===== src/rtl/led_display_ctrl.sv =====
// led_display_ctrl: shares the bouncing LED bar between two requesters with
// round-robin arbitration, generates the bar's step enable from a
// programmable divider, and holds the bar all-on (lock) for a fixed number
// of steps at every handover so the change of owner is visible.
//
// Request/grant handshake: a requester holds req high for as long as it
// wants the bar; gnt (one-hot, registered) tells it when it owns the bar.
// The owner gives the bar back either with a single-cycle done pulse or by
// dropping req. The owner sees gnt fall on the following cycle. A requester
// that is not the owner has no effect on the bar through done or req.
// The FSM state is held in the plainly named register 'state'.
module led_display_ctrl #(
  parameter int DIV_WIDTH   = 26,
  parameter int DEFAULT_DIV = 25_000_000,
  parameter int FLASH_STEPS = 4
) (
  input  logic                 clk,
  input  logic                 rst_n,
  input  logic [1:0]           req,
  input  logic [1:0]           done,
  input  logic                 div_load,
  input  logic [DIV_WIDTH-1:0] div_value,
  output logic [1:0]           gnt,
  output logic                 step,
  output logic                 lock
);

  localparam logic [1:0] IDLE  = 2'd0;
  localparam logic [1:0] RUN   = 2'd1;
  localparam logic [1:0] FLASH = 2'd2;

  localparam int                   FW         = $clog2(FLASH_STEPS + 1);
  localparam logic [FW-1:0]        FLASH_LAST = FW'(FLASH_STEPS - 1);
  localparam logic [DIV_WIDTH-1:0] DIV_RESET  = DIV_WIDTH'(DEFAULT_DIV);

  logic [DIV_WIDTH-1:0] div_reg;
  logic [DIV_WIDTH-1:0] cnt;
  logic                 tick;
  logic [1:0]           state;
  logic                 owner;
  logic                 last;
  logic [FW-1:0]        fcnt;
  logic                 pick;
  logic                 rel;

  // A load restarts the period, so the load cycle itself never ticks.
  assign tick = !div_load && (cnt == div_reg - DIV_WIDTH'(1));

  // Owner chosen in IDLE: the lone requester, or the one not served last.
  always_comb begin
    pick = ~last;
    if (req == 2'b01) pick = 1'b0;
    else if (req == 2'b10) pick = 1'b1;
  end

  // The owner lets go with a done pulse or by dropping its request.
  always_comb begin
    rel = done[owner] | ~req[owner];
  end

  // Divider: free-running counter with a reloadable period (0 means 1).
  always_ff @(posedge clk or negedge rst_n) begin
    if (!rst_n) begin
      div_reg <= DIV_RESET;
      cnt     <= '0;
    end else if (div_load) begin
      div_reg <= (div_value == '0) ? DIV_WIDTH'(1) : div_value;
      cnt     <= '0;
    end else if (tick) begin
      cnt <= '0;
    end else begin
      cnt <= cnt + DIV_WIDTH'(1);
    end
  end

  // Ownership FSM with registered gnt/step/lock outputs.
  always_ff @(posedge clk or negedge rst_n) begin
    if (!rst_n) begin
      state <= IDLE;
      owner <= 1'b0;
      last  <= 1'b1;
      fcnt  <= '0;
      gnt   <= 2'b00;
      step  <= 1'b0;
      lock  <= 1'b1;
    end else begin
      step <= 1'b0;
      case (state)
        IDLE: begin
          if (|req) begin
            state <= RUN;
            owner <= pick;
            last  <= pick;
            gnt   <= pick ? 2'b10 : 2'b01;
            lock  <= 1'b0;
          end
        end
        RUN: begin
          if (rel) begin
            // A tick coinciding with the release is swallowed here: no step
            // and it does not count toward the flash hold.
            state <= FLASH;
            fcnt  <= '0;
            gnt   <= 2'b00;
            lock  <= 1'b1;
          end else begin
            step <= tick;
          end
        end
        FLASH: begin
          if (tick) begin
            fcnt <= fcnt + FW'(1);
            if (fcnt == FLASH_LAST) state <= IDLE;
          end
        end
        default: begin
          state <= IDLE;
          gnt   <= 2'b00;
          lock  <= 1'b1;
        end
      endcase
    end
  end

endmodule

===== config.mk =====
export PLATFORM = sky130hd
export DESIGN_NAME = led_display_ctrl
export DESIGN_NICKNAME = d
export VERILOG_FILES = /design/src/rtl/led_display_ctrl.sv
export SDC_FILE = /design/constraint.sdc
export NUM_CORES = 1
export LEC_CHECK = 0
export ABC_CLOCK_PERIOD_IN_PS = 4500
export CAP_MARGIN = 20
export CELL_PAD_IN_SITES_DETAIL_PLACEMENT = 1
export CELL_PAD_IN_SITES_GLOBAL_PLACEMENT = 1
export CORE_MARGIN = 3
export CORE_UTILIZATION = 45
export CTS_BUF_LIST = sky130_fd_sc_hd__clkbuf_16
export DETAILED_ROUTE_END_ITERATION = 12
export PLACE_DENSITY = 0.89
export SLEW_MARGIN = 20
export SYNTH_ARGS = -nofsm -noshare
export SYNTH_HDL_FRONTEND = slang
export SYNTH_SLANG_ARGS = --single-unit
export TNS_END_PERCENT = 20

===== constraint.sdc =====
create_clock -name clk -period 4.5 [get_ports clk]
set_input_delay 0.9 -clock clk [delete_from_list [all_inputs] [get_ports clk]]
set_output_delay 0.9 -clock clk [all_outputs]
set_load 0.05 [all_outputs]

# Word level (Yosys, flattened, before mapping)
# Index checks and enable logic that the tools add are counted.
totals:
  ff_bits: 63
  input_bits: 33
  out_inout_bits: 4
classes:
  addsub: 3
  n_lt_le_gt_ge: 1
  eq_ne: 10
  muxes: 26
  n_bitwise: 4
  n_reduce_logical: 10
ops:
  columns: ["operator", "n"]
  rows:
  - ["$mux 26", 3]
  - ["$add 26x1->26 const B", 1]
  - ["$eq 26x26->1", 1]
  - ["$logic_not 26->1", 1]
  - ["$sub 26x1->26 const B", 1]
  - ["$mux 2", 7]
  - ["$pmux 2 s3", 2]
  - ["$mux 1", 10]
  - ["$ne 2x2->1 const B", 4]
  - ["$mux 3", 2]
  - ["$pmux 3 s2", 1]
  - ["$reduce_and 3->1", 2]
  - ["$eq 2x1->1 const B", 2]
  - ["$eq 2x2->1 const B", 2]
  - ["$reduce_and 4->1", 1]
  - ["$add 3x1->3 const B", 1]
  - ["$eq 3x2->1 const B", 1]
  - ["$not 1->1", 3]
  - ["$pmux 1 s3", 1]
  - ["$logic_not 2->1", 1]
  - ["$lt 1x2->1 const B", 1]
  - ["$reduce_and 2->1", 1]
  - ["$reduce_bool 2->1", 1]
  - ["$reduce_or 2->1", 1]
  - ["other kinds (3)", 3]

# Depth between registers and ports, before layout
# Gate-level depths: netlist of run 1.
depth:
  ltp_word: 6
  ltp_mapped: 12

# Worst setup path after synthesis of run 1
# OpenSTA, ideal clock, no wires.
synth_path:
  kind: "register -> register"
  start: "register div_reg[7]"
  end: "register cnt[10]"
  setup_ns: 0.136
  arrival_ns: 3.042
  path_slack_ns: 1.322
  stages_incl_launch_ff: 11
  period_less_slack_ns: 3.178
  cell_sequence: "dfrtp_1 buf_6 or4_4 or4_4 or3b_1 a211oi_1 o22a_1 nand4_2 nor3b_4 buf_6 nor3_1"
synth_between:
  elab_chain_cells: 5
synth_lines:
  columns: ["item", "line_no", "text"]
  rows:
  - ["from (decl)", "36", "logic [DIV_WIDTH-1:0] div_reg;"]
  - ["from (signal assigned)", "67", "div_reg <= (div_value == '0) ? DIV_WIDTH'(1) : div_value;"]
  - ["$sub 26x1->26", "47", "assign tick = !div_load && (cnt == div_reg - DIV_WIDTH'(1));"]
  - ["$eq 26x26->1", "47", null]
  - ["$logic_and 1x1->1", "47", null]
  - ["$mux 26", "69", "end else if (tick) begin"]
  - ["$mux 26", "66", "end else if (div_load) begin"]
  - ["to (signal assigned)", "72", "cnt <= cnt + DIV_WIDTH'(1);"]
  - ["to (decl)", "37", "logic [DIV_WIDTH-1:0] cnt;"]
# No other way between the ends.
# A chain may end at the register's enable or synchronous reset.

# Worst setup path in the final report of run 1
layout_path:
  start: "register div_reg[2]"
  end: "register cnt[18]"
# The elaborated chain is that of the path after synthesis.

==> results of run 1 <==
## layer usage
layer	up-vias	GRT usage	part of all wire
li1	1536	-	-
met1	1665	0.302	0.43
met2	80	0.399	0.50
met3	22	0.0449	0.043
met4	0	0.0809	0.022
met5	-	0	0
## placed cells by master, fill, tap and decap left out, types with 4 or more instances in the layout
master | Yosys | layout
mux2_2 | 22 | 22
nand4_1 | 7 | 7
dfstp_2 | 14 | 14
dfrtp_1 | 49 | 49
clkbuf_16 | 0 | 9
o31ai_1 | 4 | 4
or2_2 | 4 | 4
clkdlybuf4s50_1 | 0 | 34
nor3_1 | 40 | 40
o21ai_0 | 13 | 13
a21oi_1 | 9 | 9
buf_4 | 0 | 4
ha_1 | 4 | 4
inv_1 | 15 | 16
and3_1 | 10 | 10
xnor2_1 | 26 | 26
nand2_1 | 35 | 35
nor4_1 | 11 | 11
nand3_1 | 17 | 17
nor2_1 | 18 | 18
xor2_1 | 24 | 24
or3_1 | 4 | 4
## path summary, 6_finish.rpt
check	slack [ns]	depth (start not counted)	end
worst max-delay path	0.79	9	cnt[18]$_DFF_PN0_
worst min-delay path	0.47	2	lock$_DFFE_PN1P_
worst max register to register	0.79	9	cnt[18]$_DFF_PN0_
worst min register to register	0.47	2	lock$_DFFE_PN1P_
max in group asynchronous	2.95	2	div_reg[14]$_DFFE_PN1P_
min in group asynchronous	0.60	1	gnt[0]$_DFFE_PN0P_
## power by group
part,internal [mW],leakage [nW],switching [mW]
clock,0.419,0.143,0.249
combinational,0.158,0.896,0.217
sequential,0.646,0.790,0.0830
total,1.22,1.83,0.549
## cell families (layout without fill, tap and decap cells)
kind of cell    count (synthesis)  in the layout  share of synthesized area
xor+xnor                       50             50                      0.112
flops                          63             63                      0.408
fa+ha+maj                       4              4                     0.0128
simple gates                  180            180                      0.264
mux                            25             25                     0.0710
compound gates                 53             53                     0.0931
buf+inv                        33             71                     0.0393
## stage by stage
stage          hold slack (ns)  std cells  power (mW)
2_1_floorplan            0.479        408       0.966
3_3_place_gp             0.460        535        1.08
3_5_place_dp             0.471        535        1.10
4_1_cts                  0.480        551        1.78
5_1_grt                  0.492        551        1.86
6_report                 0.474        551        1.77
## layout make-up
cell class,instances,area share
inverter,15,0.0122
sequential,63,0.346
clock buffer,9,0.0489
tap,105,0.0285
clock inverter,7,0.0120
multi-input combinational,312,0.470
timing repair buffer,40,0.0826
## worst min-delay path: stages, from the launching register on
cell and delay (ns):
dfstp_2 0.37, inv_1 0.04, a21oi_1 0.05
==> metrics.txt, run 1 <==
# TYPE chip_impl_metric gauge
chip_impl_metric{name="postLayoutCoreUtil",unit=""} 0.552
chip_impl_metric{name="share_of_flip_flops_with_an_asynchronous_set_or_reset_after_synthesis",unit=""} 1.00
chip_impl_metric{name="synth_warnings",unit=""} 0
chip_impl_info{name="yosysTopAreaCell",value="dfrtp_1"} 1
chip_impl_info{name="yosys.cell_count.top_type",value="dfrtp_1"} 1
chip_impl_metric{name="clock_path_buffers",unit=""} 2
chip_impl_metric{name="gp_routability_congestion",unit=""} 0.866
chip_impl_metric{name="grt_pass1_wl",unit="um"} 18400
chip_impl_metric{name="postCtsHoldBufs",unit=""} 0
chip_impl_metric{name="floorplan.rows",unit=""} 33
chip_impl_metric{name="multi_input_area",unit="um^2"} 2160
chip_impl_metric{name="clock_skew",unit="ns"} 0.00701
chip_impl_info{name="rr_startpoint",value="div_reg[2]$_DFFE_PN0P_"} 1
chip_impl_metric{name="synth_cells",unit=""} 408
chip_impl_metric{name="route.vias.total",unit=""} 3303
chip_impl_metric{name="area_added_between_synthesis_and_finish",unit="%"} 17.8
chip_impl_metric{name="flops_latches_synth",unit=""} 63
chip_impl_info{name="critical_path_class",value="flop to flop"} 1
chip_impl_metric{name="global_route.overflow_total",unit=""} 0
chip_impl_metric{name="cp.buffers_inverters",unit=""} 1
chip_impl_metric{name="fillCellCount",unit=""} 982
chip_impl_metric{name="final_min_period_over_clock_period",unit=""} 0.824
chip_impl_metric{name="insertion_delay",unit="ns"} 0.33
chip_impl_metric{name="fmax",unit="MHz"} 270
chip_impl_metric{name="nNetsFinal",unit=""} 478
chip_impl_metric{name="wl",unit="um"} 11100
chip_impl_metric{name="cp_data_required_time",unit="ns"} 4.67
chip_impl_info{name="critPathLaunch",value="div_reg[2]$_DFFE_PN0P_"} 1
chip_impl_metric{name="final-hold-violation-count",unit=""} 0
chip_impl_info{name="hold_path_class",value="flop to flop"} 1
chip_impl_metric{name="detail_route.drc_violations",unit=""} 0
chip_impl_metric{name="fp.dieH",unit="um"} 99.2
chip_impl_metric{name="postCtsSetupRepairBufs",unit=""} 0
chip_impl_info{name="synth_area_leaders",value="dfrtp_1 31%, dfstp_2 9.4%, mux2_2 6.3%, xnor2_1 5.8%, xor2_1 5.4%"} 1
chip_impl_metric{name="timing_max_transition_violations_final",unit=""} 0
chip_impl_metric{name="synth_seq_area_share",unit=""} 0.408
chip_impl_metric{name="detailedPlace.worstSlack",unit="ns"} 0.844
chip_impl_metric{name="cp_data_arrival_time",unit="ns"} 3.88
chip_impl_metric{name="routedWlPerCell",unit="um"} 20.1
chip_impl_metric{name="max_slew_margin",unit=""} 0.276
chip_impl_metric{name="leakagePower",unit="nW"} 1.83
chip_impl_metric{name="final-seq-area",unit="um^2"} 1590
chip_impl_info{name="yosys-top-cells-count",value="49 x dfrtp_1, 40 x nor3_1, 35 x nand2_1, 26 x xnor2_1, 24 x xor2_1"} 1
chip_impl_metric{name="floorplan.initialDensity",unit=""} 0.469
chip_impl_metric{name="netlist-cell-type-count",unit=""} 62
chip_impl_info{name="critical_path.cell_chain",value="or4_1 > or4_4 > or3b_1 > a211oi_1 > o22a_1 > nand4_2 > nor3b_4 > buf_4 > nor3_1"} 1
chip_impl_metric{name="clkSlewWorstSetupHoldPaths",unit="ns"} 0.06
chip_impl_info{name="worst_path_slowest_cell",value="or4_1"} 1
chip_impl_metric{name="grt_pass1_vias",unit=""} 3602
chip_impl_metric{name="min_period",unit="ns"} 3.71
chip_impl_metric{name="report.final.setup_viol",unit=""} 0
chip_impl_metric{name="io_pins",unit=""} 37
chip_impl_metric{name="detailedPlacementHpwl",unit="um"} 7720
chip_impl_metric{name="drive_above_1_share",unit=""} 0.166
chip_impl_metric{name="least_margin_pin_slew",unit="ns"} 1.08
chip_impl_metric{name="mappedNetlistArea",unit="um^2"} 3910
chip_impl_metric{name="postRouteAntennaNets",unit=""} 0
chip_impl_info{name="dominant_synthesized_flop_cell",value="dfrtp_1"} 1
chip_impl_metric{name="drtPass1Iterations",unit=""} 4
chip_impl_info{name="start_kind",value="flop"} 1
chip_impl_metric{name="via_per_inst",unit=""} 5.99
chip_impl_metric{name="finalInstanceArea",unit="um^2"} 4610
chip_impl_metric{name="fin_ws",unit="ns"} 0.791
chip_impl_metric{name="die_area",unit="um^2"} 9850
chip_impl_metric{name="cts_inserted_buffers",unit=""} 9
chip_impl_info{name="rsz_0062_raised_after_global_routing",value="no"} 1
chip_impl_info{name="outcome",value="complete, no violations"} 1
chip_impl_metric{name="drt-initial-drc-count",unit=""} 178
chip_impl_metric{name="core-area",unit="um^2"} 8340
chip_impl_info{name="min-delay-start",value="lock$_DFFE_PN1P_"} 1
chip_impl_info{name="root_buffer",value="clkbuf_16"} 1
chip_impl_metric{name="postSynthNetCount",unit=""} 445
chip_impl_metric{name="crit_path_max_fanout",unit=""} 27
chip_impl_metric{name="die_width",unit="um"} 99.2
chip_impl_metric{name="post-synth-top-area-fraction",unit=""} 0.313
chip_impl_metric{name="port_buffers",unit=""} 36
chip_impl_metric{name="cts.sinks",unit=""} 63
chip_impl_metric{name="antennaDiodeCount",unit=""} 0
chip_impl_info{name="end_kind",value="flop"} 1
chip_impl_metric{name="dpl_cell_area",unit="um^2"} 4330
chip_impl_metric{name="setup_total_negative_slack",unit="ns"} 0
chip_impl_info{name="crit_family",value="simple AND/OR/NAND/NOR gates"} 1
chip_impl_metric{name="grt_max_degree",unit=""} 57
chip_impl_metric{name="grt_antenna_before_repair",unit=""} 0
chip_impl_metric{name="avgSynthCellArea",unit="um^2"} 9.59
chip_impl_metric{name="synth_enable_flop_cells",unit=""} 0
chip_impl_metric{name="vdd_drop_max",unit="uV"} 156
chip_impl_metric{name="cts_resized",unit=""} 0
chip_impl_metric{name="grt_usage",unit=""} 0.236
chip_impl_metric{name="cp_slowest_stage_delay",unit="ns"} 0.76
chip_impl_info{name="cts_tree",value="done"} 1
chip_impl_metric{name="power.density_cell_area",unit="nW/um^2"} 385
chip_impl_metric{name="maxCapViolations",unit=""} 0
chip_impl_metric{name="cts_htree_levels",unit=""} 3
No activity file was read; power rests on OpenSTA's default activity.
==> run 2: changes to the inputs <==
--- a/config.mk
+++ b/config.mk
@@ -5,7 +5,7 @@
 export SDC_FILE = /design/constraint.sdc
 export NUM_CORES = 1
 export LEC_CHECK = 0
-export ABC_CLOCK_PERIOD_IN_PS = 4500
+export ABC_CLOCK_PERIOD_IN_PS = 3650
 export CAP_MARGIN = 20
 export CELL_PAD_IN_SITES_DETAIL_PLACEMENT = 1
 export CELL_PAD_IN_SITES_GLOBAL_PLACEMENT = 1
==> constraint.sdc (replaced) <==
create_clock -name clk -period 3.65 [get_ports clk]
set_input_delay 0.73 -clock clk [delete_from_list [all_inputs] [get_ports clk]]
set_output_delay 0.73 -clock clk [all_outputs]
set_load 0.05 [all_outputs]
==> run 2 against run 1 <==
Compared with the run above:
- clock power up 23%
- first-iteration DRC count down 27%
- die area unchanged
- count of clock-buffer cells in the layout unchanged
- core utilization up 0.53 points
- combinational power up 29%
- register-to-register slack worse by 0.58 ns
- total power up 25%
- hold slack worse by 0.072 ns
- final area up 0.95%
- final cell count up 0.91%
- critical path type unchanged
- largest power group unchanged
==> metrics.txt, run 2 (synthesis gave the netlist of run 1 again) <==
# TYPE chip_impl_metric gauge
chip_impl_info{name="layout.cells.most_common",value="dfrtp_1"} 1
chip_impl_metric{name="port_buffers",unit=""} 36
chip_impl_metric{name="die_width",unit="um"} 99.2
chip_impl_metric{name="wl",unit="um"} 11300
chip_impl_metric{name="area_added_between_synthesis_and_finish",unit="%"} 18.9
chip_impl_metric{name="reg2reg_setup_slack",unit="ns"} 0.21
chip_impl_info{name="worst_path_slowest_cell",value="or4_1"} 1
chip_impl_metric{name="nNetsFinal",unit=""} 483
chip_impl_metric{name="cts.sinks",unit=""} 63
chip_impl_metric{name="gp_routability_congestion",unit=""} 0.858
chip_impl_metric{name="postLayoutCoreUtil",unit=""} 0.557
chip_impl_metric{name="postCtsHoldBufs",unit=""} 0
chip_impl_metric{name="cp_data_required_time",unit="ns"} 3.92
chip_impl_metric{name="drtPass1Iterations",unit=""} 5
chip_impl_info{name="root_buffer",value="clkbuf_16"} 1
chip_impl_info{name="crit_family",value="simple AND/OR/NAND/NOR gates"} 1
chip_impl_metric{name="floorplan.rows",unit=""} 33
chip_impl_metric{name="detailedPlacementHpwl",unit="um"} 7770
chip_impl_info{name="rr_endpoint",value="step$_DFF_PN0_"} 1
chip_impl_info{name="start_kind",value="flop"} 1
chip_impl_metric{name="min_period",unit="ns"} 3.44
chip_impl_metric{name="grt_antenna_before_repair",unit=""} 0
chip_impl_metric{name="fmax",unit="MHz"} 291
chip_impl_info{name="hold_path_class",value="input pin to asynchronous set/reset pin"} 1
chip_impl_metric{name="grt_max_degree",unit=""} 57
chip_impl_info{name="rsz_0062_raised_after_global_routing",value="no"} 1
chip_impl_metric{name="cp_slowest_stage_delay",unit="ns"} 0.69
chip_impl_metric{name="io_pins",unit=""} 37
chip_impl_metric{name="cts_inserted_buffers",unit=""} 9
chip_impl_metric{name="routedWlPerCell",unit="um"} 20.3
chip_impl_metric{name="antennaDiodeCount",unit=""} 0
chip_impl_metric{name="die_area",unit="um^2"} 9850
chip_impl_metric{name="grt_usage",unit=""} 0.246
chip_impl_info{name="critical_path_class",value="flop to flop"} 1
chip_impl_metric{name="via_per_inst",unit=""} 6.05
chip_impl_metric{name="postRouteAntennaNets",unit=""} 0
chip_impl_metric{name="r2r.worst_path.cells",unit=""} 9
chip_impl_metric{name="cp_data_arrival_time",unit="ns"} 3.71
chip_impl_metric{name="drive_above_1_share",unit=""} 0.175
chip_impl_metric{name="max_slew_margin",unit=""} 0.531
chip_impl_metric{name="core-area",unit="um^2"} 8340
chip_impl_metric{name="maxCapViolations",unit=""} 0
chip_impl_metric{name="global_route.overflow_total",unit=""} 0
chip_impl_metric{name="route.vias.total",unit=""} 3363
chip_impl_info{name="critical_path.cell_chain",value="or4_1 > or4_4 > or3b_1 > a211oi_1 > o22a_1 > nand4_2 > nor3b_4 > buf_6 > and3_1"} 1
chip_impl_metric{name="leakagePower",unit="nW"} 1.85
chip_impl_metric{name="postCtsSetupRepairBufs",unit=""} 0
chip_impl_metric{name="vdd_drop_max",unit="uV"} 232
chip_impl_metric{name="fillCellCount",unit=""} 943
chip_impl_info{name="rr_startpoint",value="div_reg[2]$_DFFE_PN0P_"} 1
chip_impl_metric{name="detail_route.drc_violations",unit=""} 0
chip_impl_metric{name="clock_path_buffers",unit=""} 2
chip_impl_info{name="outcome",value="complete, no violations"} 1
chip_impl_metric{name="cts_htree_levels",unit=""} 3
chip_impl_metric{name="grt_pass1_wl",unit="um"} 19100
chip_impl_metric{name="drt-initial-drc-count",unit=""} 130
chip_impl_metric{name="cts_resized",unit=""} 0
chip_impl_metric{name="timing_max_transition_violations_final",unit=""} 0
chip_impl_metric{name="floorplan.initialDensity",unit=""} 0.469
chip_impl_metric{name="clock_skew",unit="ns"} 0.00781
chip_impl_metric{name="crit_cells",unit=""} 9
chip_impl_metric{name="cp.buffers_inverters",unit=""} 1
chip_impl_metric{name="fp.dieH",unit="um"} 99.2
chip_impl_info{name="end_kind",value="flop"} 1
chip_impl_metric{name="report.final.setup_viol",unit=""} 0
chip_impl_metric{name="insertion_delay",unit="ns"} 0.33
chip_impl_metric{name="crit_path_max_fanout",unit=""} 22
chip_impl_metric{name="clkSlewWorstSetupHoldPaths",unit="ns"} 0.06
chip_impl_metric{name="setup_total_negative_slack",unit="ns"} 0
chip_impl_metric{name="final-hold-violation-count",unit=""} 0
chip_impl_metric{name="power.density_cell_area",unit="nW/um^2"} 475
chip_impl_metric{name="final_min_period_over_clock_period",unit=""} 0.943
chip_impl_metric{name="least_margin_pin_slew",unit="ns"} 0.697
chip_impl_info{name="cts_tree",value="done"} 1
chip_impl_info{name="mostFrequentLayoutCells",value="49 x dfrtp_1, 40 x nor3_1, 35 x nand2_1"} 1
chip_impl_metric{name="grt_pass1_vias",unit=""} 3639
run 2: layer usage:
metal  track usage  wire (um)  part of all wire  vias up
met4        0.0977        284             0.025        0
met2         0.412       5610              0.50       73
met5             0          0                 0        -
met3        0.0393        449             0.040       24
met1         0.318       4940              0.44     1709
li1              -          -                 -     1557
run 2: worst max path at each step:
stage,from,end,slack [ns]
4_1_cts,div_reg[2]$_DFFE_PN0P_,step$_DFF_PN0_,0.18
6_report,div_reg[2]$_DFFE_PN0P_,step$_DFF_PN0_,0.21
3_5_place_dp,div_reg[3]$_DFFE_PN0P_,step$_DFF_PN0_,0.20
2_1_floorplan,div_reg[7]$_DFFE_PN0P_,cnt[10]$_DFF_PN0_,0.47
3_3_place_gp,div_reg[2]$_DFFE_PN0P_,step$_DFF_PN0_,0.33
5_1_grt,div_reg[3]$_DFFE_PN0P_,fcnt[2]$_DFFE_PN0P_,0.03
run 2: final cells by class:
cell class | instances | area, um^2 | share of cell area
Multi-Input combinational cell | 312 | 2160 | 0.465
Inverter | 15 | 56.3 | 0.0121
Clock buffer | 9 | 225 | 0.0484
Clock inverter | 7 | 57.6 | 0.0124
Tap cell | 105 | 131 | 0.0283
Sequential cell | 63 | 1590 | 0.343
Timing Repair Buffer | 45 | 422 | 0.0907
run 2: worst register-to-register path, cell delays in order (launching register included):
cell	delay (ns)
dfrtp_1	0.45
or4_1	0.69
or4_4	0.49
or3b_1	0.39
a211oi_1	0.27
o22a_1	0.18
nand4_2	0.20
nor3b_4	0.27
buf_6	0.24
and3_1	0.20
run 2: per-stage QoR:
stage	hold slack [ns]	power [mW]	instances	setup slack, ns	area, um^2
3_3_place_gp	0.459	1.34	540	0.335	4360
2_1_floorplan	0.434	1.19	408	0.472	3910
4_1_cts	0.425	2.22	556	0.183	4650
6_report	0.402	2.21	556	0.210	4650
5_1_grt	0.440	2.32	556	0.0305	4650
3_5_place_dp	0.472	1.37	540	0.200	4360
run 2: power by group:
part,internal [mW],switching (mW)
sequential,0.796,0.110
clock,0.517,0.305
combinational,0.201,0.282
==> run 3: changes to the inputs <==
--- a/config.mk
+++ b/config.mk
@@ -13,7 +13,7 @@
 export CORE_UTILIZATION = 45
 export CTS_BUF_LIST = sky130_fd_sc_hd__clkbuf_16
 export DETAILED_ROUTE_END_ITERATION = 12
-export PLACE_DENSITY = 0.89
+export PLACE_DENSITY_LB_ADDON = 0.1
 export SLEW_MARGIN = 20
 export SYNTH_ARGS = -nofsm -noshare
 export SYNTH_HDL_FRONTEND = slang
==> run 3 against run 2 <==
Compared with the run above:
- sequential share of layout area down 0.25 points
- register-to-register slack hardly changed
- critical path type unchanged
- die area is the same
==> metrics.txt, run 3 (synthesis gave the netlist of run 1 again) <==
# TYPE chip_impl_metric gauge
chip_impl_metric{name="die_area",unit="um^2"} 9850
chip_impl_metric{name="gp_routability_congestion",unit=""} 0.809
chip_impl_metric{name="setup_total_negative_slack",unit="ns"} 0
chip_impl_metric{name="fp.dieH",unit="um"} 99.2
chip_impl_metric{name="final_min_period_over_clock_period",unit=""} 0.942
chip_impl_info{name="worst_hold_path_endpoint",value="lock$_DFFE_PN1P_"} 1
chip_impl_metric{name="finalInstanceArea",unit="um^2"} 4680
chip_impl_metric{name="r2r.worst_path.cells",unit=""} 9
chip_impl_metric{name="report.final.setup_viol",unit=""} 0
chip_impl_metric{name="port_buffers",unit=""} 36
chip_impl_info{name="critPathLaunch",value="div_reg[2]$_DFFE_PN0P_"} 1
chip_impl_metric{name="grt_pass1_wl",unit="um"} 18300
chip_impl_metric{name="detailedPlacementHpwl",unit="um"} 7710
chip_impl_metric{name="cts_htree_levels",unit=""} 3
chip_impl_metric{name="power.density_cell_area",unit="nW/um^2"} 482
chip_impl_metric{name="cts_inserted_buffers",unit=""} 9
chip_impl_metric{name="crit_path_max_fanout",unit=""} 16
chip_impl_metric{name="final-hold-violation-count",unit=""} 0
chip_impl_metric{name="via_per_inst",unit=""} 5.96
chip_impl_metric{name="clock_path_buffers",unit=""} 2
chip_impl_info{name="rr_endpoint",value="cnt[4]$_DFF_PN0_"} 1
chip_impl_metric{name="nNetsFinal",unit=""} 485
chip_impl_info{name="min-delay-start",value="lock$_DFFE_PN1P_"} 1
chip_impl_metric{name="postRouteAntennaNets",unit=""} 0
chip_impl_metric{name="timing_max_transition_violations_final",unit=""} 0
chip_impl_metric{name="grt_antenna_before_repair",unit=""} 0
chip_impl_metric{name="cts.sinks",unit=""} 63
chip_impl_info{name="start_kind",value="flop"} 1
chip_impl_metric{name="route.vias.total",unit=""} 3324
chip_impl_metric{name="drive_above_1_share",unit=""} 0.179
chip_impl_metric{name="core-area",unit="um^2"} 8340
chip_impl_info{name="mostFrequentLayoutCells",value="49 x dfrtp_1, 40 x nor3_1, 35 x nand2_1"} 1
chip_impl_metric{name="leakagePower",unit="nW"} 1.88
chip_impl_metric{name="vdd_drop_max",unit="uV"} 426
chip_impl_metric{name="reg2reg_setup_slack",unit="ns"} 0.21
chip_impl_metric{name="die_width",unit="um"} 99.2
chip_impl_metric{name="postCtsSetupRepairBufs",unit=""} 0
chip_impl_info{name="layout.cells.most_common",value="dfrtp_1"} 1
chip_impl_metric{name="maxCapViolations",unit=""} 0
chip_impl_metric{name="floorplan.rows",unit=""} 33
chip_impl_info{name="rsz_0062_raised_after_global_routing",value="no"} 1
chip_impl_info{name="root_buffer",value="clkbuf_16"} 1
chip_impl_info{name="rr_startpoint",value="div_reg[2]$_DFFE_PN0P_"} 1
chip_impl_metric{name="antennaDiodeCount",unit=""} 0
chip_impl_info{name="outcome",value="complete, no violations"} 1
chip_impl_metric{name="min_period",unit="ns"} 3.44
chip_impl_metric{name="max_slew_margin",unit=""} 0.450
chip_impl_metric{name="dpl_cell_area",unit="um^2"} 4380
chip_impl_metric{name="clkSlewWorstSetupHoldPaths",unit="ns"} 0.05
chip_impl_metric{name="insertion_delay",unit="ns"} 0.33
chip_impl_metric{name="cts_resized",unit=""} 0
chip_impl_metric{name="postCtsHoldBufs",unit=""} 0
chip_impl_metric{name="io_pins",unit=""} 37
chip_impl_info{name="cts_tree",value="done"} 1
chip_impl_metric{name="grt_pass1_vias",unit=""} 3667
chip_impl_info{name="hold_path_class",value="flop to flop"} 1
chip_impl_metric{name="routedWlPerCell",unit="um"} 19.2
chip_impl_metric{name="drt-initial-drc-count",unit=""} 112
chip_impl_metric{name="hold_crit_depth",unit=""} 2
chip_impl_metric{name="drtPass1Iterations",unit=""} 4
chip_impl_metric{name="cp_data_arrival_time",unit="ns"} 3.62
chip_impl_metric{name="area_added_between_synthesis_and_finish",unit="%"} 19.7
chip_impl_info{name="end_kind",value="flop"} 1
chip_impl_metric{name="fmax",unit="MHz"} 291
chip_impl_metric{name="cp_data_required_time",unit="ns"} 3.83
chip_impl_metric{name="grt_usage",unit=""} 0.233
chip_impl_metric{name="global_route.overflow_total",unit=""} 0
chip_impl_metric{name="wl",unit="um"} 10700
chip_impl_metric{name="least_margin_pin_slew",unit="ns"} 0.825
chip_impl_metric{name="clock_skew",unit="ns"} 0.00826
chip_impl_metric{name="floorplan.initialDensity",unit=""} 0.469
chip_impl_metric{name="detail_route.drc_violations",unit=""} 0
chip_impl_metric{name="grt_max_degree",unit=""} 64
chip_impl_info{name="critical_path_class",value="flop to flop"} 1
## run 3: how the worst max path moves through the flow
stage	slack (ns)	cells after the start	endpoint
after floorplan	0.47	10	cnt[10]$_DFF_PN0_
after global placement	0.35	9	cnt[11]$_DFF_PN0_
after detailed placement	0.25	8	fcnt[2]$_DFFE_PN0P_
after CTS	0.23	9	cnt[4]$_DFF_PN0_
after global routing	0.05	9	cnt[5]$_DFF_PN0_
final	0.21	9	cnt[4]$_DFF_PN0_
## run 3: through the flow
| stage | worst slack (ns) | hold WS (ns) | util | cells | total power [mW] |
|---|---|---|---|---|---|
| finish | 0.212 | 0.470 | 0.562 | 558 | 2.26 |
| global route | 0.0488 | 0.521 | 0.562 | 558 | 2.37 |
| CTS | 0.229 | 0.472 | 0.562 | 558 | 2.28 |
| detailed placement | 0.248 | 0.464 | 0.525 | 542 | 1.37 |
| global placement | 0.348 | 0.456 | 0.525 | 542 | 1.35 |
| floorplan | 0.472 | 0.434 | - | 408 | 1.19 |
## run 3: cell type report
class / count / area (um^2)
multi-input combinational: 312 / 2160
clock buffer: 9 / 225
inverter: 15 / 56.3
timing repair buffer: 47 / 433
tap: 105 / 131
sequential: 63 / 1590
clock inverter: 7 / 80.1
fill: 948 / 3660
## run 3: power breakdown
group	internal, mW	leakage (nW)	switching (mW)
clock network	0.586	0.157	0.304
registers	0.796	0.790	0.0996
logic	0.202	0.930	0.269
## run 3: per-layer routing
layer | vias up | part of all wire | global-route usage
met3 | 14 | 0.044 | 0.0449
met4 | 0 | 0.011 | 0.0725
li1 | 1558 | - | -
met5 | - | 0 | 0
met1 | 1694 | 0.43 | 0.289
met2 | 58 | 0.52 | 0.409
## run 3: critical path: stages, from the launching register on
cell and delay, ns:
dfrtp_1 0.45, or4_1 0.68, or4_4 0.49, or3b_1 0.39
a211oi_1 0.28, o22a_1 0.19, nand4_2 0.20, nor3b_4 0.26
buf_4 0.26, nor3_1 0.08
